File: config.mk
export PLATFORM = sky130hd
export DESIGN_NAME = dm_arbiter
export DESIGN_NICKNAME = d
export VERILOG_FILES = /design/src/rtl/dm_arbiter.sv
export SDC_FILE = /design/constraint.sdc
export NUM_CORES = 1
export LEC_CHECK = 0
export ABC_CLOCK_PERIOD_IN_PS = 2140
export CAP_MARGIN = 0
export CORE_MARGIN = 2
export CORE_UTILIZATION = 25
export DETAILED_ROUTE_END_ITERATION = 7
export PLACE_DENSITY_LB_ADDON = 0.12
export SLEW_MARGIN = 20
export SYNTH_ARGS = -nofsm -noshare
export SYNTH_HDL_FRONTEND = slang
export SYNTH_SLANG_ARGS = --single-unit
export TNS_END_PERCENT = 5
File: constraint.sdc
create_clock -name clk -period 2.14 [get_ports clk]
set_input_delay 0.214 -clock clk [delete_from_list [all_inputs] [get_ports clk]]
set_output_delay 0.214 -clock clk [all_outputs]
set_load 0.02 [all_outputs]
File: src/rtl/dm_arbiter.sv
// Shares one single-port data memory between the CPU port (0) and the loader port (1):
// per-cycle grant, round-robin ties, bounded bursts, and in-order read-return routing.
module dm_arbiter #(
    parameter int AW        = 32,
    parameter int DW        = 32,
    parameter int MAX_BURST = 4,
    parameter int RD_LAT    = 0
) (
    input  logic          clk,
    input  logic          rst_n,
    input  logic          r0_req,
    input  logic          r0_wen,
    input  logic [AW-1:0] r0_addr,
    input  logic [DW-1:0] r0_wdata,
    output logic          r0_gnt,
    output logic          r0_rvalid,
    output logic [DW-1:0] r0_rdata,
    input  logic          r1_req,
    input  logic          r1_wen,
    input  logic [AW-1:0] r1_addr,
    input  logic [DW-1:0] r1_wdata,
    output logic          r1_gnt,
    output logic          r1_rvalid,
    output logic [DW-1:0] r1_rdata,
    output logic [AW-1:0] m_add,
    output logic [DW-1:0] m_data_in,
    output logic          m_wen,
    input  logic [DW-1:0] m_data_out
);
    typedef enum logic [1:0] {IDLE, OWN0, OWN1} state_t;

    localparam int             CW   = (MAX_BURST > 1) ? $clog2(MAX_BURST) : 1;
    localparam logic [CW-1:0]  BMAX = CW'(MAX_BURST - 1);

    state_t        r_state, w_state_nxt;
    logic [CW-1:0] r_burst_cnt, w_burst_nxt;
    logic          r_rr_last;
    logic          w_gnt, w_sel, w_own_x, w_req_x, w_req_y, w_same;
    logic          w_sel_wen, w_rd_issue;
    logic          w_ret_vld, w_ret_port;
    logic [DW-1:0] r_hold0, r_hold1;

    // Port selection; grants are forced off while reset is asserted
    always_comb begin
        w_gnt   = 1'b0;
        w_sel   = 1'b0;
        w_own_x = (r_state == OWN1);
        w_req_x = w_own_x ? r1_req : r0_req;
        w_req_y = w_own_x ? r0_req : r1_req;
        case (r_state)
            OWN0, OWN1: begin
                if (w_req_x && (!w_req_y || (r_burst_cnt < BMAX))) begin
                    w_gnt = 1'b1;
                    w_sel = w_own_x;
                end else if (w_req_y) begin
                    w_gnt = 1'b1;
                    w_sel = ~w_own_x;
                end
            end
            default: begin
                if (r0_req && r1_req) begin
                    w_gnt = 1'b1;
                    w_sel = ~r_rr_last;
                end else if (r0_req) begin
                    w_gnt = 1'b1;
                end else if (r1_req) begin
                    w_gnt = 1'b1;
                    w_sel = 1'b1;
                end
            end
        endcase
        if (!rst_n) w_gnt = 1'b0;
    end

    always_comb begin
        w_state_nxt = IDLE;
        w_burst_nxt = '0;
        w_same      = (r_state == OWN0 && !w_sel) || (r_state == OWN1 && w_sel);
        if (w_gnt) begin
            w_state_nxt = w_sel ? OWN1 : OWN0;
            if (w_same) w_burst_nxt = (r_burst_cnt == BMAX) ? r_burst_cnt : r_burst_cnt + 1'b1;
        end
    end

    always_ff @(posedge clk or negedge rst_n) begin
        if (!rst_n) begin
            r_state     <= IDLE;
            r_burst_cnt <= '0;
            r_rr_last   <= 1'b1;
        end else begin
            r_state     <= w_state_nxt;
            r_burst_cnt <= w_burst_nxt;
            if (w_gnt) r_rr_last <= w_sel;
        end
    end

    assign r0_gnt     = w_gnt & ~w_sel;
    assign r1_gnt     = w_gnt &  w_sel;
    assign w_sel_wen  = w_sel ? r1_wen : r0_wen;
    assign w_rd_issue = w_gnt & ~w_sel_wen;

    assign m_wen      = w_gnt & w_sel_wen;
    assign m_add      = r0_gnt ? r0_addr  : (r1_gnt ? r1_addr  : '0);
    assign m_data_in  = r0_gnt ? r0_wdata : (r1_gnt ? r1_wdata : '0);

    generate
        if (RD_LAT == 0) begin : g_lat0
            assign w_ret_vld  = w_rd_issue;
            assign w_ret_port = w_sel;
        end else begin : g_pipe
            // Tag pipe tracks which port owns the data dm presents RD_LAT cycles later
            logic [RD_LAT-1:0] r_vld_pipe;
            logic [RD_LAT-1:0] r_port_pipe;
            always_ff @(posedge clk or negedge rst_n) begin
                if (!rst_n) begin
                    r_vld_pipe  <= '0;
                    r_port_pipe <= '0;
                end else begin
                    r_vld_pipe[0]  <= w_rd_issue;
                    r_port_pipe[0] <= w_sel;
                    for (int i = 1; i < RD_LAT; i++) begin
                        r_vld_pipe[i]  <= r_vld_pipe[i-1];
                        r_port_pipe[i] <= r_port_pipe[i-1];
                    end
                end
            end
            assign w_ret_vld  = r_vld_pipe[RD_LAT-1];
            assign w_ret_port = r_port_pipe[RD_LAT-1];
        end
    endgenerate

    assign r0_rvalid = w_ret_vld & ~w_ret_port;
    assign r1_rvalid = w_ret_vld &  w_ret_port;
    assign r0_rdata  = r0_rvalid ? m_data_out : r_hold0;
    assign r1_rdata  = r1_rvalid ? m_data_out : r_hold1;

    always_ff @(posedge clk or negedge rst_n) begin
        if (!rst_n) begin
            r_hold0 <= '0;
            r_hold1 <= '0;
        end else begin
            if (r0_rvalid) r_hold0 <= m_data_out;
            if (r1_rvalid) r_hold1 <= m_data_out;
        end
    end
endmodule

==> flow_metrics.py, run 1 <==
metrics = {
    "yosys": {
        "synth-seq-cells": 69,
        "syn_inst": 402,
        "synthSimpleGateAreaFrac_pct": 9.53,
        "synth_top_family_by_area": "multiplexers",
        "synth_top_cell_by_area": "dfrtp_1",
        "synthArstFlopShare_pct": 100,
        "yosysMostFrequentCell": "dfrtp_1",
        "yosys_most_used_dff": "dfrtp_1",
        "synth_commonest_cells": "dfrtp_1, nand3_1, o21ai_0",
        "synth_edf_count": 0,
        "synthTopCellsByArea": "dfrtp_1, mux2_4, nand3_1",
        "synth_fa_ha_area_share_pct": 1.27,
        "synth_compound_area_share_pct": 18.4,
        "yosysUniqueCellTypes": 26,
        "synth_nets": 572,
        "syn_avg_cell_area_um2": 9.77,
        "synth_seq_area_share_pct": 44.0,
        "syn_area_um2": 3930,
        "synthMuxAreaShare_pct": 21.4,
        "yosys_warnings": 0,
        "yosys.area.top_type_share_pct": 43.3,
        "synth-xor-area-share_pct": 0.223,
    },
    "sta": {
        "drv_slew": 0,
        "hold_viol": 0,
        "final.setup_skew_ns": 0.00955,
        "setup_viol_count_final": 172,
        "period_share_pct": 132,
        "slew_headroom_pct": 41.6,
        "min_period_ns": 2.81,
        "setup_ws_ns": -0.675,
        "rsz0062_at_grt": "yes",
        "fmax_mhz": 355,
        "worstMarginPinSlew_ns": 0.877,
    },
    "global_route": {
        "grt_pass1_vias": 4646,
        "grt_use_total_pct": 20.3,
        "antenna_found_initial": 1,
        "grt_max_degree": 70,
        "grt_first_pass_wirelength_mm": 25.9,
        "overflow": 0,
    },
    "clocking": {
        "clock_latency_ns": 0.34,
        "cts.htree.levels": 3,
        "cts_buffers": 9,
        "cts.path.max_buffers": 2,
        "clk_pin_slew_worst_paths_ns": 0.06,
        "ctsHoldBuffers": 0,
        "clock-sinks": 69,
        "cts_tree": "built",
        "cts_root_buf": "clkbuf_16",
    },
    "critical_path": {
        "endpoint_kind": "output port",
        "worstPathRequired_ns": 1.93,
        "worstSetupStartpointType": "flip-flop",
        "worstSetupPathType": "flip-flop to output port",
        "path_max_fanout": 8,
        "arrival_ns": 2.60,
    },
    "power": {
        "p_per_area_nw_per_um2": 802,
        "ir_worst_vdd_uv": 457,
        "p_leak_uw": 0.00364,
    },
    "route": {
        "vias": 4456,
        "finalWirelength_mm": 17.8,
        "detail-route-antenna-nets": 0,
        "remaining_drc_errors": 0,
        "drtIter0Drc": 180,
        "avgViaCountPerCell": 4.78,
        "wl_per_cell_um": 19.1,
        "drtPass1Iterations": 4,
    },
    "cells_and_area": {
        "n_antenna_cell": 0,
        "final_util_pct": 53.6,
        "syn2layout_area_growth_pct": 108,
        "layout.nets": 886,
        "nFillCells": 1423,
        "final_layout_size_suffix_gt1_share_pct": 44.4,
    },
    "hold_path": {
        "hold_class": "input port to async pin",
    },
    "place": {
        "io_buffers": 298,
        "pre_cts_ws_ns": -0.888,
        "hpwl_mm": 12.3,
        "gp_congestion": 0.749,
    },
    "floorplanning": {
        "die_h_um": 129,
        "fp-row-count": 45,
        "coreArea_um2": 15300,
        "die-area_um2": 16700,
        "chipWidth_um": 129,
        "pin_count": 299,
        "initial_core_util_pct": 25.7,
    },
    "run_status": {
        "status": "finished, violations left",
        "violations": "setup timing",
    },
    "run": {
        "drv_cap": 0,
    },
}
==> registers in the layout, summed over array words and instances (netlist names) <==
name	count
r_state	2
r_hold0	32
r_burst_cnt	2
r_rr_last	1
r_hold1	32
==> cells in the final DEF, fill, tap and decap left out, drive strengths merged, types with 2 or more instances in the layout <==
cell	count
buf	177
a211oi	2
nand2	2
clkinvlp	3
a21oi	66
inv	7
nor2	3
clkdlybuf4s50	164
nand3	67
clkdlybuf4s15	3
o21ai	70
dfrtp	68
clkbuf	10
ha	4
mux2	64
==> per-stage QoR <==
stage               area [um^2]  TNS (ns)  hold slack [ns]  power (uW)  cells
global placement           7500   -105.19            0.472        4770    897
detailed placement         7500   -112.41            0.478        4810    897
finish                     8180    -66.92            0.136        6560    932
global route               8180    -83.00            0.239        6880    932
floorplan                  4120     -9.59          -0.0816        3290    402
CTS                        8030    -71.54            0.174        6470    930
==> cell families (layout without fill, tap and decap cells) <==
kind of cell,count (synthesis),after routing
AOI/OAI and AO/OA,141,141
and+or+nand+nor,75,75
adders and majority gates,4,4
muxes,65,65
DFF,69,69
xor gates and xnor gates,1,1
buffers and inverters,47,366
==> power by group <==
part	total [uW]	switching, uW	internal [uW]
clock network	1500	587	910
registers	1780	117	1660
logic	3290	1570	1720
total	6560	2270	4290
==> metal layers <==
layer	part of all wire [%]	vias up	wire length [um]	track usage, %
met2	51	177	9130	35.4
li1	-	2095	-	-
met5	0.096	-	17	0
met4	1.4	2	257	5.63
met1	40	2163	7140	24.5
met3	6.9	19	1230	5.90
==> critical path: stages (launching register included) <==
cell,delay (ns)
dfrtp_1,0.43
ha_4,0.29
nand3_4,0.09
o311ai_4,0.11
or4_4,0.59
buf_6,0.17
buf_16,0.14
mux2_4,0.31
buf_6,0.13
==> worst paths after layout <==
| check | startpoint | slack [ns] | to | cells past startpoint |
|---|---|---|---|---|
| min | rst_n | 0.14 | r_hold0[0] | 2 |
| min reg2reg | r_hold0[12] | 0.49 | r_hold0[12] | 1 |
| max | r_state[1] | -0.67 | r1_rdata[25] | 8 |
| max in group asynchronous | rst_n | 1.43 | r_hold0[12] | 2 |
| min in group clk | rst_n | 0.42 | r_state[0] | 4 |
| max reg2reg | r_state[1] | -0.21 | r_hold1[25] | 8 |
==> area by class of cell <==
class | instances | area, um^2 | share of cell area (%)
inverter | 5 | 18.8 | 0.229
timing repair buffer | 345 | 3480 | 42.6
sequential | 69 | 1730 | 21.1
clock buffer | 10 | 229 | 2.80
tap | 211 | 264 | 3.23
clock inverter | 6 | 70.1 | 0.857
multi-input combinational | 286 | 2390 | 29.2
==> timing repair <==
item | CTS | global route
cloned | 7 | 0
pin swaps | 38 | 16
gates resized for setup | 715 | 82
setup buffers | 10 | 3
endpoints found under the setup margin | 199 | 196
(Power assumes the default switching activity.)
==> inputs of run 2 (changes only) <==
--- a/config.mk
+++ b/config.mk
@@ -5,6 +5,7 @@
 export SDC_FILE = /design/constraint.sdc
 export NUM_CORES = 1
 export LEC_CHECK = 0
+export ABC_AREA = 1
 export ABC_CLOCK_PERIOD_IN_PS = 2140
 export CAP_MARGIN = 0
 export CORE_MARGIN = 2
==> flow_metrics.py, run 2 <==
metrics = {
    "run_status": {
        "status": "finished, violations left",
        "violations": "setup timing",
    },
    "critical_path": {
        "worstSetupStartpointType": "flip-flop",
        "worstPathRequired_ns": 1.93,
        "endpoint_kind": "output port",
        "arrival_ns": 2.05,
        "path_max_fanout": 17,
        "worstSetupPathType": "flip-flop to output port",
    },
    "yosys": {
        "synth_top_cell_by_area": "dfrtp_1",
        "synth_seq_area_share_pct": 46.5,
        "synth_nets": 698,
        "yosys_warnings": 0,
        "synth_edf_count": 0,
        "syn_avg_cell_area_um2": 7.04,
        "synthArstFlopShare_pct": 100,
        "yosysUniqueCellTypes": 22,
        "syn_inst": 528,
        "yosysMostFrequentCell": "nand2_1",
        "yosys.area.top_type_share_pct": 45.8,
        "synth_commonest_cells": "nand2_1, dfrtp_1, nand4_1",
        "syn_area_um2": 3720,
        "synthTopCellsByArea": "dfrtp_1, nand2_1, nand4_1",
        "yosys_most_used_dff": "dfrtp_1",
        "synth-seq-cells": 69,
    },
    "route": {
        "remaining_drc_errors": 0,
        "avgViaCountPerCell": 4.48,
        "vias": 4672,
        "drtPass1Iterations": 6,
        "drtIter0Drc": 188,
        "wl_per_cell_um": 16.2,
        "detail-route-antenna-nets": 0,
        "finalWirelength_mm": 16.9,
    },
    "clocking": {
        "cts_root_buf": "clkbuf_16",
        "ctsHoldBuffers": 0,
        "cts_buffers": 9,
        "clock-sinks": 69,
        "clock_latency_ns": 0.34,
        "clk_pin_slew_worst_paths_ns": 0.06,
        "cts.htree.levels": 3,
        "cts.path.max_buffers": 2,
        "cts_tree": "built",
    },
    "cells_and_area": {
        "final_common_cell": "nand2_1",
        "final_area_um2": 7890,
        "final_layout_size_suffix_gt1_share_pct": 32.8,
        "final_cell_mix": "nand2_1, clkdlybuf4s50_1, buf_6",
        "largestRegisters": "r_hold0 (32), r_hold1 (32)",
        "syn2layout_area_growth_pct": 112,
        "layout.nets": 1023,
    },
    "floorplanning": {
        "coreArea_um2": 14500,
        "fp-row-count": 44,
        "initial_core_util_pct": 25.6,
        "chipWidth_um": 126,
        "die-area_um2": 15900,
        "die_h_um": 126,
        "pin_count": 299,
    },
    "sta": {
        "drv_slew": 0,
        "finalSetupTns_ns": -7.63,
        "setup_ws_ns": -0.127,
        "worstMarginPinSlew_ns": 0.901,
        "slew_headroom_pct": 39.9,
        "fmax_mhz": 441,
        "min_period_ns": 2.27,
        "period_share_pct": 106,
        "hold_viol": 0,
        "setup_viol_count_final": 126,
        "final.setup_skew_ns": 0.00717,
        "hold_slack_ns": 0.117,
        "rsz0062_at_grt": "yes",
    },
    "place": {
        "gp_congestion": 0.912,
        "pre_cts_ws_ns": -0.383,
        "io_buffers": 298,
        "hpwl_mm": 12.0,
        "place_area_um2": 7050,
    },
    "hold_path": {
        "hold_class": "input port to async pin",
    },
    "power": {
        "p_per_area_nw_per_um2": 779,
        "ir_worst_vdd_uv": 672,
        "p_leak_uw": 0.00398,
    },
    "global_route": {
        "grt_max_degree": 70,
        "grt_pass1_vias": 4589,
        "antenna_found_initial": 1,
        "grt_use_total_pct": 20.1,
        "overflow": 0,
        "grt_first_pass_wirelength_mm": 25.4,
    },
    "run": {
        "drv_cap": 0,
    },
}
run 2: cell types whose count changed after synthesis, sizes merged, moves of 2 or more:
cell,before,now
a21oi,66,0
inv,5,13
buf,9,26
nand2,2,363
o21ai,70,2
mux2,64,0
clkbuf,33,6
a211oi,2,0
nand3,67,6
nand4,0,33
run 2: where the power goes:
part           leakage (uW)  total [uW]  internal, uW  switching (uW)
clock network      0.000158        1620          1030             597
logic               0.00296        2810          1360            1450
registers          0.000865        1700          1610            92.5
total               0.00398        6140          4000            2140
run 2: path summary, 6_finish.rpt:
| path | start | endpoint | slack [ns] | cells past startpoint |
|---|---|---|---|---|
| min in group clk | rst_n | r_rr_last | 0.19 | 4 |
| setup / recovery | r_state[1] | r0_rdata[1] | -0.13 | 10 |
| hold / removal | rst_n | r_hold0[18] | 0.12 | 2 |
| setup reg to reg | r_state[1] | r_hold1[20] | 0.40 | 10 |
| max in group asynchronous | rst_n | r_hold0[4] | 1.41 | 2 |
| hold reg to reg | r_hold0[29] | r_hold0[29] | 0.47 | 2 |
run 2: cells by family after synthesis:
family / share of synthesized area [%]
xor+xnor: 0.236
simple gates: 44.2
mux: 0.269
flops: 46.5
buf+inv: 7.17
fa+ha+maj: 1.35
compound gates: 0.269
run 2: final cells by class:
class / instances / area [um^2]
diodes: 1 / 2.50
clock buffers: 9 / 225
clock inverters: 7 / 97.6
fillers: 1374 / 6650
inverters: 14 / 83.8
multi-input cells: 413 / 1960
flip-flops and latches: 69 / 1730
well taps: 184 / 230
repair buffers: 346 / 3560
run 2: what timing repair did:
action / in CTS / in global routing
gates resized for setup: 665 / 168
setup endpoints to repair: 133 / 133
cloned: 4 / 4
setup buffers: 4 / 1
pin swaps: 2 / 14
run 2: metrics by stage:
step	instances	power, uW	util, %
after floorplan	528	2840	-
after global placement	1014	4260	48.5
after detailed placement	1014	4280	48.5
after CTS	1038	6120	53.4
after global routing	1042	6460	54.2
final	1043	6140	54.3
run 2: layer usage:
layer	global-route usage, %	up-vias	share of wire, %
met5	0	-	0
met4	5.30	0	1.5
met3	6.24	17	7.9
met2	34.9	185	50
met1	24.3	2180	40
li1	-	2290	-
run 2: critical path: stages, from the launching register on:
cell	delay, ns
dfrtp_1	0.42
ha_4	0.30
nand3_2	0.08
nand2_2	0.09
inv_4	0.06
nand2_8	0.11
nand3_4	0.10
buf_12	0.17
nand2_1	0.06
nand2_1	0.06
clkdlybuf4s15_2	0.27
==> inputs of run 3 (changes only) <==
--- a/config.mk
+++ b/config.mk
@@ -11,6 +11,7 @@
 export CORE_MARGIN = 2
 export CORE_UTILIZATION = 25
 export DETAILED_ROUTE_END_ITERATION = 7
+export GPL_TIMING_DRIVEN = 0
 export PLACE_DENSITY_LB_ADDON = 0.12
 export SLEW_MARGIN = 20
 export SYNTH_ARGS = -nofsm -noshare
==> flow_metrics.py, run 3 (synthesized netlist as in run 2, its figures left out) <==
metrics = {
    "run_status": {
        "status": "finished, violations left",
        "violations": "setup timing",
    },
    "hold_path": {
        "whs_path_depth": 5,
        "hold_class": "input port to flip-flop",
    },
    "clocking": {
        "cts_buffers": 9,
        "cts_tree": "built",
        "cts.htree.levels": 3,
        "clk_pin_slew_worst_paths_ns": 0.05,
        "clock-sinks": 69,
        "cts_root_buf": "clkbuf_16",
        "clock_latency_ns": 0.33,
        "cts.path.max_buffers": 2,
    },
    "sta": {
        "min_period_ns": 2.29,
        "slew_headroom_pct": 66.4,
        "finalSetupTns_ns": -11.64,
        "drv_slew": 0,
        "period_share_pct": 107,
        "final.setup_skew_ns": 0.00852,
        "rsz0062_at_grt": "yes",
        "setup_ws_ns": -0.148,
        "hold_viol": 0,
        "setup_viol_count_final": 126,
        "fmax_mhz": 437,
        "worstMarginPinSlew_ns": 0.504,
    },
    "place": {
        "post-place-cells": 1011,
        "place_area_um2": 6950,
        "io_buffers": 298,
        "gp_congestion": 0.868,
        "hpwl_mm": 12.5,
    },
    "route": {
        "vias": 4678,
        "finalWirelength_mm": 16.6,
        "avgViaCountPerCell": 4.46,
        "wl_per_cell_um": 15.8,
        "detail-route-antenna-nets": 0,
        "drtPass1Iterations": 4,
        "remaining_drc_errors": 0,
        "drtIter0Drc": 148,
    },
    "critical_path": {
        "path_max_fanout": 10,
        "worstPathRequired_ns": 1.93,
        "worstSetupPathType": "flip-flop to output port",
        "critPathTopFamily": "buffers and inverters",
        "r2r_cells": 11,
        "arrival_ns": 2.07,
        "r2r_setup_slack_ns": 0.46,
        "endpoint_kind": "output port",
        "worstSetupStartpointType": "flip-flop",
        "max_stage_delay_ns": 0.42,
        "cpMaxStageDelayCell": "dfrtp_1",
        "critPathBufInv": 5,
        "cp.depth": 12,
        "crit_chain": "ha_4 -> nand3_2 -> nand2_2 -> inv_4 -> nand2_8 -> nand2_4 -> inv_6 -> buf_12 -> buf_6 -> nand2_1 -> nand2_1 -> buf_6",
    },
    "cells_and_area": {
        "largestRegisters": "r_hold0 (32), r_hold1 (32)",
        "final_layout_size_suffix_gt1_share_pct": 31.4,
        "final_util_pct": 53.8,
        "final_area_um2": 7830,
        "final_cell_mix": "nand2_1, clkdlybuf4s50_1, buf_6",
        "layout.nets": 1029,
        "nFillCells": 1402,
        "finalNonFillerCells": 1049,
        "syn2layout_area_growth_pct": 111,
        "final_common_cell": "nand2_1",
    },
    "power": {
        "p_leak_uw": 0.00398,
        "swShare_pct": 34.4,
        "clock_power_share_pct": 27.3,
        "seq_power_share_pct": 28.2,
        "p_per_area_nw_per_um2": 770,
        "switchingPower_uw": 2070,
        "ir_worst_vdd_uv": 494,
        "internal-power_uw": 3950,
        "comb_power_share_pct": 44.5,
    },
    "floorplanning": {
        "pin_count": 299,
        "die_h_um": 126,
        "die-area_um2": 15900,
        "initial_core_util_pct": 25.6,
        "chipWidth_um": 126,
        "fp-row-count": 44,
        "coreArea_um2": 14500,
    },
    "run": {
        "drv_cap": 0,
    },
    "global_route": {
        "antenna_found_initial": 1,
        "grt_max_degree": 37,
        "overflow": 0,
        "grt_first_pass_wirelength_mm": 25.3,
        "grt_use_total_pct": 20.0,
        "grt_pass1_vias": 4795,
    },
}
run 3: cell count changes in the layout (fill, tap and decap cells not counted), sizes merged:
cell	previous run	this run
buf	176	178
clkbuf	14	19
clkdlybuf4s15	1	0
clkinvlp	1	0
dlygate4sd3	0	2
inv	14	13
run 3: final timing paths:
check,endpoint,startpoint
hold reg to reg,r_hold0[10],r_hold0[10]
hold / removal,r_rr_last,rst_n
max in group asynchronous,r_hold0[10],rst_n
setup reg to reg,r_hold1[4],r_state[0]
min in group asynchronous,r_hold1[24],rst_n
setup / recovery,m_data_in[17],r_state[1]
run 3: power groups by stage:
stage / Clock, uW / Sequential [uW] / Combinational (uW)
global placement: 0 / 1710 / 2460
finish: 1640 / 1700 / 2680
detailed placement: 0 / 1710 / 2490
floorplan: 0 / 1700 / 1140
global route: 1730 / 1730 / 2870
CTS: 1680 / 1700 / 2670
run 3: what timing repair did:
item / 4_1_cts / 5_1_grt
gates cloned: 2 / 2
gates resized for setup: 728 / 126
hold buffers: 5 / 0
buffers inserted: 8 / 4
endpoints found under the setup margin: 133 / 133
pin swaps: 3 / 10
hold endpoints to repair: 32 / 0
run 3: worst register-to-register path: stages (launching register included):
cell	delay (ns)
dfrtp_1	0.39
inv_2	0.09
ha_4	0.21
nand3_2	0.08
nand2_2	0.07
inv_4	0.11
nand3_4	0.11
nor2_4	0.14
buf_6	0.14
buf_6	0.13
nand2_1	0.07
nand2_2	0.07
run 3: final cells by class:
class / count / area, um^2 / area share [%]
multi-input cells: 413 / 1920 / 24.6
clock buffers: 11 / 253 / 3.23
well taps: 184 / 230 / 2.94
plain buffers: 32 / 349 / 4.46
inverters: 14 / 62.6 / 0.799
flip-flops and latches: 69 / 1730 / 22.1
diodes: 1 / 2.50 / 0.0320
clock inverters: 5 / 82.6 / 1.06
repair buffers: 320 / 3190 / 40.8
run 3: layer usage:
metal | global-route usage, % | up-vias | routed length [um]
li1 | - | 2305 | -
met1 | 23.0 | 2166 | 6240
met2 | 35.0 | 178 | 8570
met3 | 6.24 | 29 | 1270
met4 | 7.11 | 0 | 516
met5 | 0 | - | 0
run 3: metrics by stage:
step | setup slack, ns | power [uW] | hold slack (ns)
CTS | -0.227 | 6040 | 0.268
global route | -0.270 | 6340 | 0.315
floorplan | 0.346 | 2840 | -0.0816
detailed placement | -0.762 | 4200 | 0.194
finish | -0.148 | 6030 | 0.285
global placement | -3.24 | 4170 | 0.452
